--- src/rtl/motoro3_step_sequencer.sv ---
// Commutation step sequencer: frame counter with end-of-frame strobes, 12-step
// commutation index and a ramped pulse length. Optional MOTORO3_SEQ_FREEWHEEL_EN blanks plLen in steps 7..10.
module motoro3_step_sequencer (
    input  logic        clk,
    input  logic        rst,
    input  logic        runReq,
    input  logic        dirRev,
    input  logic [24:0] m3r_frameLen,
    input  logic [15:0] m3r_plLenTarget,
    input  logic [15:0] m3r_rampStep,
    output logic [24:0] m3cnt,
    output logic        m3cntLast2,
    output logic        m3cntLast1,
    output logic [3:0]  sgStep,
    output logic [15:0] plLen,
    output logic [1:0]  seqState
);

    typedef enum logic [1:0] {
        IDLE = 2'd0,
        RAMP = 2'd1,
        RUN  = 2'd2,
        STOP = 2'd3
    } seq_state_t;

    seq_state_t  state, stateNext;
    logic [24:0] frameLenQ, frameLenNext, frameLenClamped, cntNext;
    logic [15:0] rampVal, rampNext, rampToward, rampDown;
    logic [16:0] rampSum;
    logic [3:0]  sgNext;
    logic        stopPend, stopPendNext, last2Next, last1Next, frameEnd, freewheel;

    assign frameLenClamped = (m3r_frameLen < 25'd4) ? 25'd4 : m3r_frameLen;
    assign frameEnd        = (state != IDLE) && m3cntLast1;
    assign seqState        = state;

    // rampStep of 0 means jump straight to the destination value.
    always_comb begin
        rampSum    = {1'b0, rampVal} + {1'b0, m3r_rampStep};
        rampToward = m3r_plLenTarget;
        if (m3r_rampStep != 16'd0) begin
            if (rampVal < m3r_plLenTarget)
                rampToward = (rampSum >= {1'b0, m3r_plLenTarget}) ? m3r_plLenTarget : rampSum[15:0];
            else if (rampVal > m3r_plLenTarget)
                rampToward = ((rampVal - m3r_plLenTarget) <= m3r_rampStep) ? m3r_plLenTarget
                                                                           : rampVal - m3r_rampStep;
        end
        rampDown = ((m3r_rampStep == 16'd0) || (rampVal <= m3r_rampStep)) ? 16'd0
                                                                          : rampVal - m3r_rampStep;
    end

    always_comb begin
        stateNext    = state;
        rampNext     = rampVal;
        sgNext       = sgStep;
        frameLenNext = frameLenQ;
        cntNext      = m3cnt;
        stopPendNext = stopPend;
        case (state)
            IDLE: begin
                cntNext      = 25'd0;
                stopPendNext = 1'b0;
                if (runReq) begin
                    stateNext    = RAMP;
                    frameLenNext = frameLenClamped;
                end
            end
            default: begin
                cntNext = m3cnt + 25'd1;
                if (!runReq && state != STOP)
                    stopPendNext = 1'b1;
                if (frameEnd) begin
                    cntNext      = 25'd0;
                    frameLenNext = frameLenClamped;
                    stopPendNext = 1'b0;
                    if (dirRev)
                        sgNext = (sgStep == 4'd0) ? 4'd11 : sgStep - 4'd1;
                    else
                        sgNext = (sgStep == 4'd11) ? 4'd0 : sgStep + 4'd1;
                    case (state)
                        RAMP, RUN: begin
                            // A stop request seen anywhere in the frame wins over ramping.
                            if (stopPend || !runReq) begin
                                stateNext = STOP;
                            end else begin
                                rampNext = rampToward;
                                if (rampToward == m3r_plLenTarget)
                                    stateNext = RUN;
                            end
                        end
                        STOP: begin
                            if (runReq) begin
                                stateNext = RAMP;
                            end else begin
                                rampNext = rampDown;
                                if (rampDown == 16'd0)
                                    stateNext = IDLE;
                            end
                        end
                        default: ;
                    endcase
                end
            end
        endcase
        last2Next = (stateNext != IDLE) && (cntNext == frameLenNext - 25'd2);
        last1Next = (stateNext != IDLE) && (cntNext == frameLenNext - 25'd1);
    end

`ifdef MOTORO3_SEQ_FREEWHEEL_EN
    assign freewheel = (sgNext >= 4'd7) && (sgNext <= 4'd10);
`else
    assign freewheel = 1'b0;
`endif

    always_ff @(posedge clk) begin
        if (rst) begin
            state      <= IDLE;
            m3cnt      <= 25'd0;
            m3cntLast2 <= 1'b0;
            m3cntLast1 <= 1'b0;
            sgStep     <= 4'd0;
            rampVal    <= 16'd0;
            plLen      <= 16'd0;
            frameLenQ  <= 25'd4;
            stopPend   <= 1'b0;
        end else begin
            state      <= stateNext;
            m3cnt      <= cntNext;
            m3cntLast2 <= last2Next;
            m3cntLast1 <= last1Next;
            sgStep     <= sgNext;
            rampVal    <= rampNext;
            plLen      <= freewheel ? 16'd0 : rampNext;
            frameLenQ  <= frameLenNext;
            stopPend   <= stopPendNext;
        end
    end

endmodule

--- config.mk ---
export PLATFORM = sky130hd
export DESIGN_NAME = motoro3_step_sequencer
export DESIGN_NICKNAME = d
export VERILOG_FILES = /design/src/rtl/motoro3_step_sequencer.sv
export SDC_FILE = /design/constraint.sdc
export NUM_CORES = 1
export LEC_CHECK = 0
export CORE_ASPECT_RATIO = 0.75
export CORE_MARGIN = 1
export CORE_UTILIZATION = 33
export CTS_CLUSTER_SIZE = 8
export DETAILED_ROUTE_END_ITERATION = 10
export PLACE_DENSITY = 0.6
export SYNTH_ARGS = -nofsm -noshare
export SYNTH_HDL_FRONTEND = slang
export SYNTH_SLANG_ARGS = --single-unit
--- constraint.sdc ---
create_clock -name clk -period 8.3 [get_ports clk]
set_clock_uncertainty 0.15 [all_clocks]
set_input_delay 1.66 -clock clk [delete_from_list [all_inputs] [get_ports clk]]
set_output_delay 1.66 -clock clk [all_outputs]
set_load 0.01 [all_outputs]
==> summary.md, run 1 <==
| Metric | Value |
|---|---|
| Status | finished clean |
| Switching Fraction | roughly 35% |
| Startpoint Class | input port |
| P_int | 781 uW |
| Detailed-route via count | 9989 |
| Netlist Area Pre-Place | just over 9000 um^2 |
| Flop2flop setup slack | 1.80 ns |
| Num rows | between 50 and 60 |
| RR Endpoint | m3cntLast1$_SDFF_PP0_ |
| CTS tree | yes |
| Max Slew Vio Count | 0 |
| Synth top area cells | dfxtp_1 16%, ha_1 12%, nor2_1 6.6% |
| Switching pwr | 429 uW |
| Final Wtd Congestion | roughly 0.96 |
| DRC viols | 0 |
| Initial antenna violation count | 1 |
| Worst-Margin Slew | between 1 and 1.5 ns |
| Fin nets | approximately 1.5k |
| Total die area | 28900 um^2 |
| Peak supply drop | 0.111 mV |
| Port-buffer cells | roughly 110 |
| Top FF cell, synth | dfxtp_1 |
| Non-filler instance count after layout | approximately 1.7k |
| Global route overflow | 0 |
| Gate Count Post-Synth | about 1.3k |
| Synth-to-layout area growth | 18.7% |
| Die width | roughly 200 um |
| Clock network fraction of total power | between 30% and 40% |
| RSZ-0062 raised after global routing | false |
| Vias per inst | between 5 and 6 |
| Initial Util | between 30% and 40% |
| Hold Crit Endpoint | stopPend$_SDFFE_PP0P_ |
| Slowest CP cell | clkdlybuf4s50_1 |
| Met1 Use GR | between 40 and 50% |
| Share of the synthesized area in the top cell type | between 10% and 20% |
| Iteration-0 DRC count of the detailed router | between 1k and 1.5k |
| Number of synthesized flops with an enable pin | 0 |
| Hold Crit Class | reg2reg |
| WHS | 0.373 ns |
| Synth Warn # | 0 |
| FFs w/ async S/R, synth | 0% |
| GR Layer Usage met2 | 31.2% |
| GR peak layer | met1 |
| Pin count of the biggest net entering global routing | 53 |
| Reg-to-Reg Start | rampVal[1]$_SDFFE_PP0P_ |
| Arr. time, crit path | between 7 and 8 ns |
| Core box area | 27300 um^2 |
| Final instance area | 11000 um^2 |
| Clock latency on the worst-skew pair | 0.34 ns |
| Relative slew slack | approximately 17% |
| Setup CP Type | in2reg |
| Setup Total Neg Slack | 0 ns |
| Worst EP required | about 8.4 ns |
| Synthesized net count | 1429 |
| FILL cells | 2897 |
| PD cells | 109 nW/um^2 |
| Post-route setup slack | 0.440 ns |
| Final hold vios | 0 |
| Final setup fails | 0 |
| Final min period | 7.86 ns |
| Highest Clock Rate | ~0.13 GHz |
| Max-cap violations | 0 |
| Clock tree buffer depth | 2 |
| Final period utilization | 94.7% |
| Final wirelength | 36.3 mm |
| IO Pins | 110 |
| Synth area leader | dfxtp_1 |
| H-tree depth | 3 |
| Worst-path clk slew | 0.06 ns |
| CP peak stage delay | 0.60 ns |
| Die Height | 147 um |
| Hold path cells | 2 |
| Netlist cell types | 88 |
| Met3 Usage GRT | roughly 7.3% |
| Layout cells sized above 1 | between 4 and 5% |
| Register area share after synthesis | between 10% and 20% |
| Commonest cells after routing, fill and taps aside | 163 x nor2_1, 108 x clkdlybuf4s50_1, 100 x nand2_1 |
| Syn avg cell area | 7.29 um^2 |
| Sequential share of power | slightly above 30% |
| P_leak | about 0.0044 uW |
| CP max FO | 5 |
| Placed cells | 1696 |
| Most common cell after layout, fill and taps aside | nor2_1 |
| Hold path startpoint | stopPend$_SDFFE_PP0P_ |
| # clock sinks | 75 |
| Worst r2r path cells | 25 |
| Placed standard-cell area | 10700 um^2 |
| Worst Setup End Kind | register |
| Antenna viol nets, final | 0 |
| Inserted Clock Buffers | 9 |
| Via count of the first global-routing pass | 9080 |
| Post-synthesis sequential element count | between 70 and 80 |
| Root Buffer | clkbuf_16 |
| Drt pass-1 iters | 5 |
| Comb power frac | between 30% and 40% |
| Post-CTS sizing | 0 |
| Most common cell on crit path | o21ai_0 |
| Post-DP HPWL | approximately 29 mm |
| Avg WL per Cell | between 20 and 25 um |
| First-pass GRT wire length | about 55 mm |
| Total track usage | roughly 25% |
| Pre-CTS WS | between 0.15 and 0.2 ns |
layer usage:
layer | part of all wire [%] | up-vias
met5 | 0 | -
li1 | - | 4816
met2 | 36 | 445
met4 | 1.3 | 0
met3 | 11 | 35
met1 | 52 | 4693
kinds of logic (layout without fill, tap and decap cells):
logic type / count (synthesis) / count (layout) / share of synthesized area (%)
adders and majority gates: 92 / 92 / 12.6
DFF: 75 / 75 / 16.1
muxes: 39 / 39 / 4.51
buffers and inverters: 136 / 221 / 5.76
xor gates and xnor gates: 104 / 104 / 9.87
other: 0 / 1 / 0
and+or+nand+nor: 505 / 505 / 26.5
AOI/OAI and AO/OA: 325 / 325 / 24.6
worst max path at each step:
stage	from	end	slack, ns
final	m3r_plLenTarget[2]	m3cntLast1$_SDFF_PP0_	0.44
after global routing	m3r_plLenTarget[2]	m3cntLast2$_SDFF_PP0_	0.03
after CTS	m3r_plLenTarget[1]	m3cntLast1$_SDFF_PP0_	0.48
after detailed placement	m3r_plLenTarget[1]	m3cntLast1$_SDFF_PP0_	0.16
after global placement	m3r_plLenTarget[2]	m3cntLast1$_SDFF_PP0_	0.27
after floorplan	m3r_plLenTarget[1]	m3cntLast1$_SDFF_PP0_	1.51
cell usage after synthesis (all sizes together) (8+ instances only):
cell,n
a211oi,24
nor2,164
a311oi,11
o21a,8
nor2b,26
nand2b,16
nand3,35
xor2,45
and3,10
xnor2,59
o22ai,8
a21oi,81
o21ai,57
nand4,25
nand2,101
a21o,13
buf,13
nor4,23
mux2i,35
inv,81
clkbuf,42
ha,89
or3,15
dfxtp,75
nor3,45
o211ai,9
a221oi,8
registers in the layout, indices dropped and copies added, names as in the netlist:
register and cells:
rampVal 16, m3cnt 25, frameLenQ 25, m3cntLast2 1, sgStep 4, stopPend 1
m3cntLast1 1, seqState 2
power groups by stage:
stage | registers (uW) | logic, uW | clock network [uW]
finish | 375 | 424 | 411
global route | 376 | 460 | 433
CTS | 375 | 412 | 419
detailed placement | 383 | 409 | 0
global placement | 382 | 408 | 0
floorplan | 382 | 272 | 0
repair_timing:
| item | CTS | global route |
|---|---|---|
| setup endpoints to repair | 0 | 3 |
| hold buffers | 0 | 0 |
| buffers inserted | 0 | 1 |
critical path, delay by kind of cell:
kind	cells	cell delay (ns)
compound gates	17	3.73
simple gates	4	1.03
buf+inv	3	0.91
fa+ha+maj	2	0.58
area by class of cell:
class / count / area [um^2] / share of cell area, %
diodes: 1 / 2.50 / 0.0227
flip-flops and latches: 75 / 1500 / 13.6
inverters: 81 / 304 / 2.75
clock inverters: 4 / 50.0 / 0.453
multi-input cells: 1065 / 7290 / 66.0
repair buffers: 125 / 1210 / 10.9
clock buffers: 11 / 253 / 2.29
well taps: 351 / 439 / 3.98
stage by stage:
stage / utilization (%) / total power [uW]
global placement: 39.3 / 791
CTS: 40.4 / 1200
global route: 40.4 / 1270
finish: 40.4 / 1210
detailed placement: 39.3 / 792
floorplan: - / 654
Power figures use the tool's default switching activity.
==> run 2: changes to the inputs <==
--- a/config.mk
+++ b/config.mk
@@ -7,10 +7,10 @@
 export LEC_CHECK = 0
 export CORE_ASPECT_RATIO = 0.75
 export CORE_MARGIN = 1
-export CORE_UTILIZATION = 33
+export CORE_UTILIZATION = 47
 export CTS_CLUSTER_SIZE = 8
 export DETAILED_ROUTE_END_ITERATION = 10
-export PLACE_DENSITY = 0.6
+export PLACE_DENSITY = 0.77
 export SYNTH_ARGS = -nofsm -noshare
 export SYNTH_HDL_FRONTEND = slang
 export SYNTH_SLANG_ARGS = --single-unit
==> run 2 against run 1 <==
Net effect:
- sequential cell count is the same
- count of clock-buffer cells in the layout shrank 1
- total power shrank 0.43%
- worst setup slack gained 0.0028 ns
- final cell count shrank 5.5%
- design area shrank 0.94%
- register-to-register slack lost 0.05 ns
- sequential share of layout area grew 0.13 points
- first-iteration DRC count grew 32%
- largest power group unchanged
- highest routed layer is now met5
==> summary.md, run 2 (synthesis results as in run 1) <==
| Metric | Value |
|---|---|
| Initial antenna violation count | 1 (unchanged) |
| IO Pins | 110 (unchanged) |
| Reg-to-Reg Start | rampVal[1]$_SDFFE_PP0P_ (unchanged) |
| Worst EP required | 8.42 ns (was 8.37 ns) |
| Port-buffer cells | 109 (unchanged) |
| Fin nets | 1513 (was 1510) |
| Pre-CTS WS | 0.106 ns (was 0.161 ns) |
| Final min period | 7.86 ns (about the same) |
| Commonest cells after routing, fill and taps aside | 163 x nor2_1, 108 x clkdlybuf4s50_1, 100 x nand2_1 (unchanged) |
| RR Endpoint | m3cntLast1$_SDFF_PP0_ (unchanged) |
| Total die area | 20400 um^2 (was 28900 um^2) |
| Setup CP Type | in2reg (unchanged) |
| CP endpoint | m3cntLast1$_SDFF_PP0_ (unchanged) |
| Flop2flop setup slack | 1.75 ns (was 1.80 ns) |
| Inserted Clock Buffers | 9 (unchanged) |
| # clock sinks | 75 (unchanged) |
| P_leak | 0.00439 uW (was 0.00437 uW) |
| Final Wtd Congestion | 1.06 (was 0.964) |
| Post-layout util | 56.5% (was 40.4%) |
| Worst Setup End Kind | register (unchanged) |
| Final wirelength | 34.5 mm (was 36.3 mm) |
| Relative slew slack | 21.1% (was 17.0%) |
| DRC viols | 0 (unchanged) |
| Ant diodes | 0 (was 1) |
| Final setup fails | 0 (unchanged) |
| Final hold vios | 0 (unchanged) |
| Root Buffer | clkbuf_16 (unchanged) |
| Initial Util | 48.0% (was 34.0%) |
| Drt pass-1 iters | 6 (was 5) |
| CTS tree | yes (unchanged) |
| Antenna viol nets, final | 0 (unchanged) |
| Most common cell after layout, fill and taps aside | nor2_1 (unchanged) |
| Post-route setup slack | 0.443 ns (was 0.440 ns) |
| Pin count of the biggest net entering global routing | 53 (unchanged) |
| Detailed-route via count | 10.2k (was 9989) |
| H-tree depth | 3 (unchanged) |
| Vias per inst | 6.33 (was 5.83) |
| CP Launch Point | m3r_plLenTarget[1] (was m3r_plLenTarget[2]) |
| Synth-to-layout area growth | 17.6% (was 18.7%) |
| Highest Clock Rate | 0.127 GHz (about the same) |
| Via count of the first global-routing pass | 8908 (was 9080) |
| Global route overflow | 0 (unchanged) |
| Arr. time, crit path | 7.98 ns (was 7.93 ns) |
| Largest regs | frameLenQ x25, m3cnt x25, rampVal x16 (unchanged) |
| Iteration-0 DRC count of the detailed router | 1434 (was 1090) |
| Max-cap violations | 0 (unchanged) |
| First-pass GRT wire length | 52.2 mm (was 55.4 mm) |
| Final period utilization | 94.7% (about the same) |
| Peak supply drop | 0.0962 mV (was 0.111 mV) |
| RSZ-0062 raised after global routing | false (unchanged) |
| Worst r2r path cells | 25 (unchanged) |
| Die Height | 124 um (was 147 um) |
| Num rows | 44 (was 52) |
| Avg WL per Cell | 21.3 um (was 21.2 um) |
| Layout cells sized above 1 | 4.84% (was 4.56%) |
| Worst-path clk slew | 0.06 ns (about the same) |
| WHS | 0.375 ns (was 0.373 ns) |
| FILL cells | 1871 (was 2897) |
| PD cells | 110 nW/um^2 (was 109 nW/um^2) |
| Core box area | 19400 um^2 (was 27300 um^2) |
| Die width | 164 um (was 196 um) |
| Total track usage | 34.0% (was 24.9%) |
| Hold Crit Class | reg2reg (unchanged) |
| Status | finished clean (unchanged) |
| Hold path startpoint | stopPend$_SDFFE_PP0P_ (unchanged) |
| Max Slew Vio Count | 0 (unchanged) |
| Worst-Margin Slew | 1.17 ns (was 1.23 ns) |
| Clock tree buffer depth | 2 (unchanged) |
| CP max FO | 10 (was 5) |
| Post-DP HPWL | 27.9 mm (was 29.5 mm) |
| Startpoint Class | input port (unchanged) |
| Clock latency on the worst-skew pair | 0.35 ns (was 0.34 ns) |
| Setup Total Neg Slack | 0 ns (unchanged) |
==> run 2: cell types whose count changed in the layout (fill, tap and decap cells not counted) <==
cell / delta
and2_2: +1
diode_2: -1
and2_1: -1
clkinv_2: -1
clkbuf_1: +1
buf_4: +3
inv_6: +3
clkbuf_8: -2
==> run 2: power by group <==
group          leakage, uW  switching, uW  internal, uW
clock             0.000140            167           236
combinational      0.00364            261           164
sequential        0.000609           5.86           369
==> run 2: through the flow <==
stage	area (um^2)	total power, uW	instances
after floorplan	9300	654	1276
after global placement	10600	783	1601
after detailed placement	10600	787	1601
after CTS	10900	1190	1617
after global routing	10900	1260	1618
final	10900	1200	1618
==> run 2: area by class of cell <==
type	instances	area, um^2	share of cell area (%)
Clock buffer	10	229	2.09
Timing Repair Buffer	128	1230	11.2
Multi-Input combinational cell	1065	7290	66.6
Tap cell	253	317	2.89
Sequential cell	75	1500	13.7
Inverter	81	304	2.78
Clock inverter	6	71.3	0.652
==> run 2: worst min path at each step <==
stage,endpoint,slack (ns),cells after the start
global placement,stopPend$_SDFFE_PP0P_,0.34,2
finish,stopPend$_SDFFE_PP0P_,0.38,2
floorplan,stopPend$_SDFFE_PP0P_,0.32,2
CTS,stopPend$_SDFFE_PP0P_,0.37,2
detailed placement,stopPend$_SDFFE_PP0P_,0.36,2
global route,frameLenQ[24]$_SDFF_PP0_,0.41,2
==> run 2: critical path, stage by stage <==
cell,delay [ns]
clkdlybuf4s50_1,0.48
inv_1,0.06
ha_1,0.30
nor2b_1,0.13
o21ai_0,0.21
a21boi_0,0.16
o21ai_0,0.24
a21boi_0,0.19
o21ai_0,0.25
a21oi_1,0.15
o41a_1,0.42
a41o_1,0.32
nor4b_1,0.26
a211o_1,0.16
ha_1,0.24
nand4_1,0.15
nor3_1,0.06
a2111oi_0,0.44
o211ai_1,0.16
buf_4,0.19
and2_2,0.25
nand2_1,0.15
a21oi_2,0.17
a311oi_1,0.51
o2111a_1,0.28
a31oi_1,0.13
a211oi_2,0.26
==> run 2: timing repair <==
action / 4_1_cts / 5_1_grt
hold buffers: 0 / 0
buffers inserted: 0 / 1
setup endpoints to repair: 0 / 5
gates resized for setup: 0 / 1
==> run 2: metal layers <==
metal	up-vias	GRT usage, %	routed length (um)	share of wire, %
met1	4803	50.3	16700	48
li1	4839	-	-	-
met5	-	3.03	78	0.23
met3	52	16.0	4680	14
met4	2	4.01	398	1.2
met2	540	44.0	12700	37
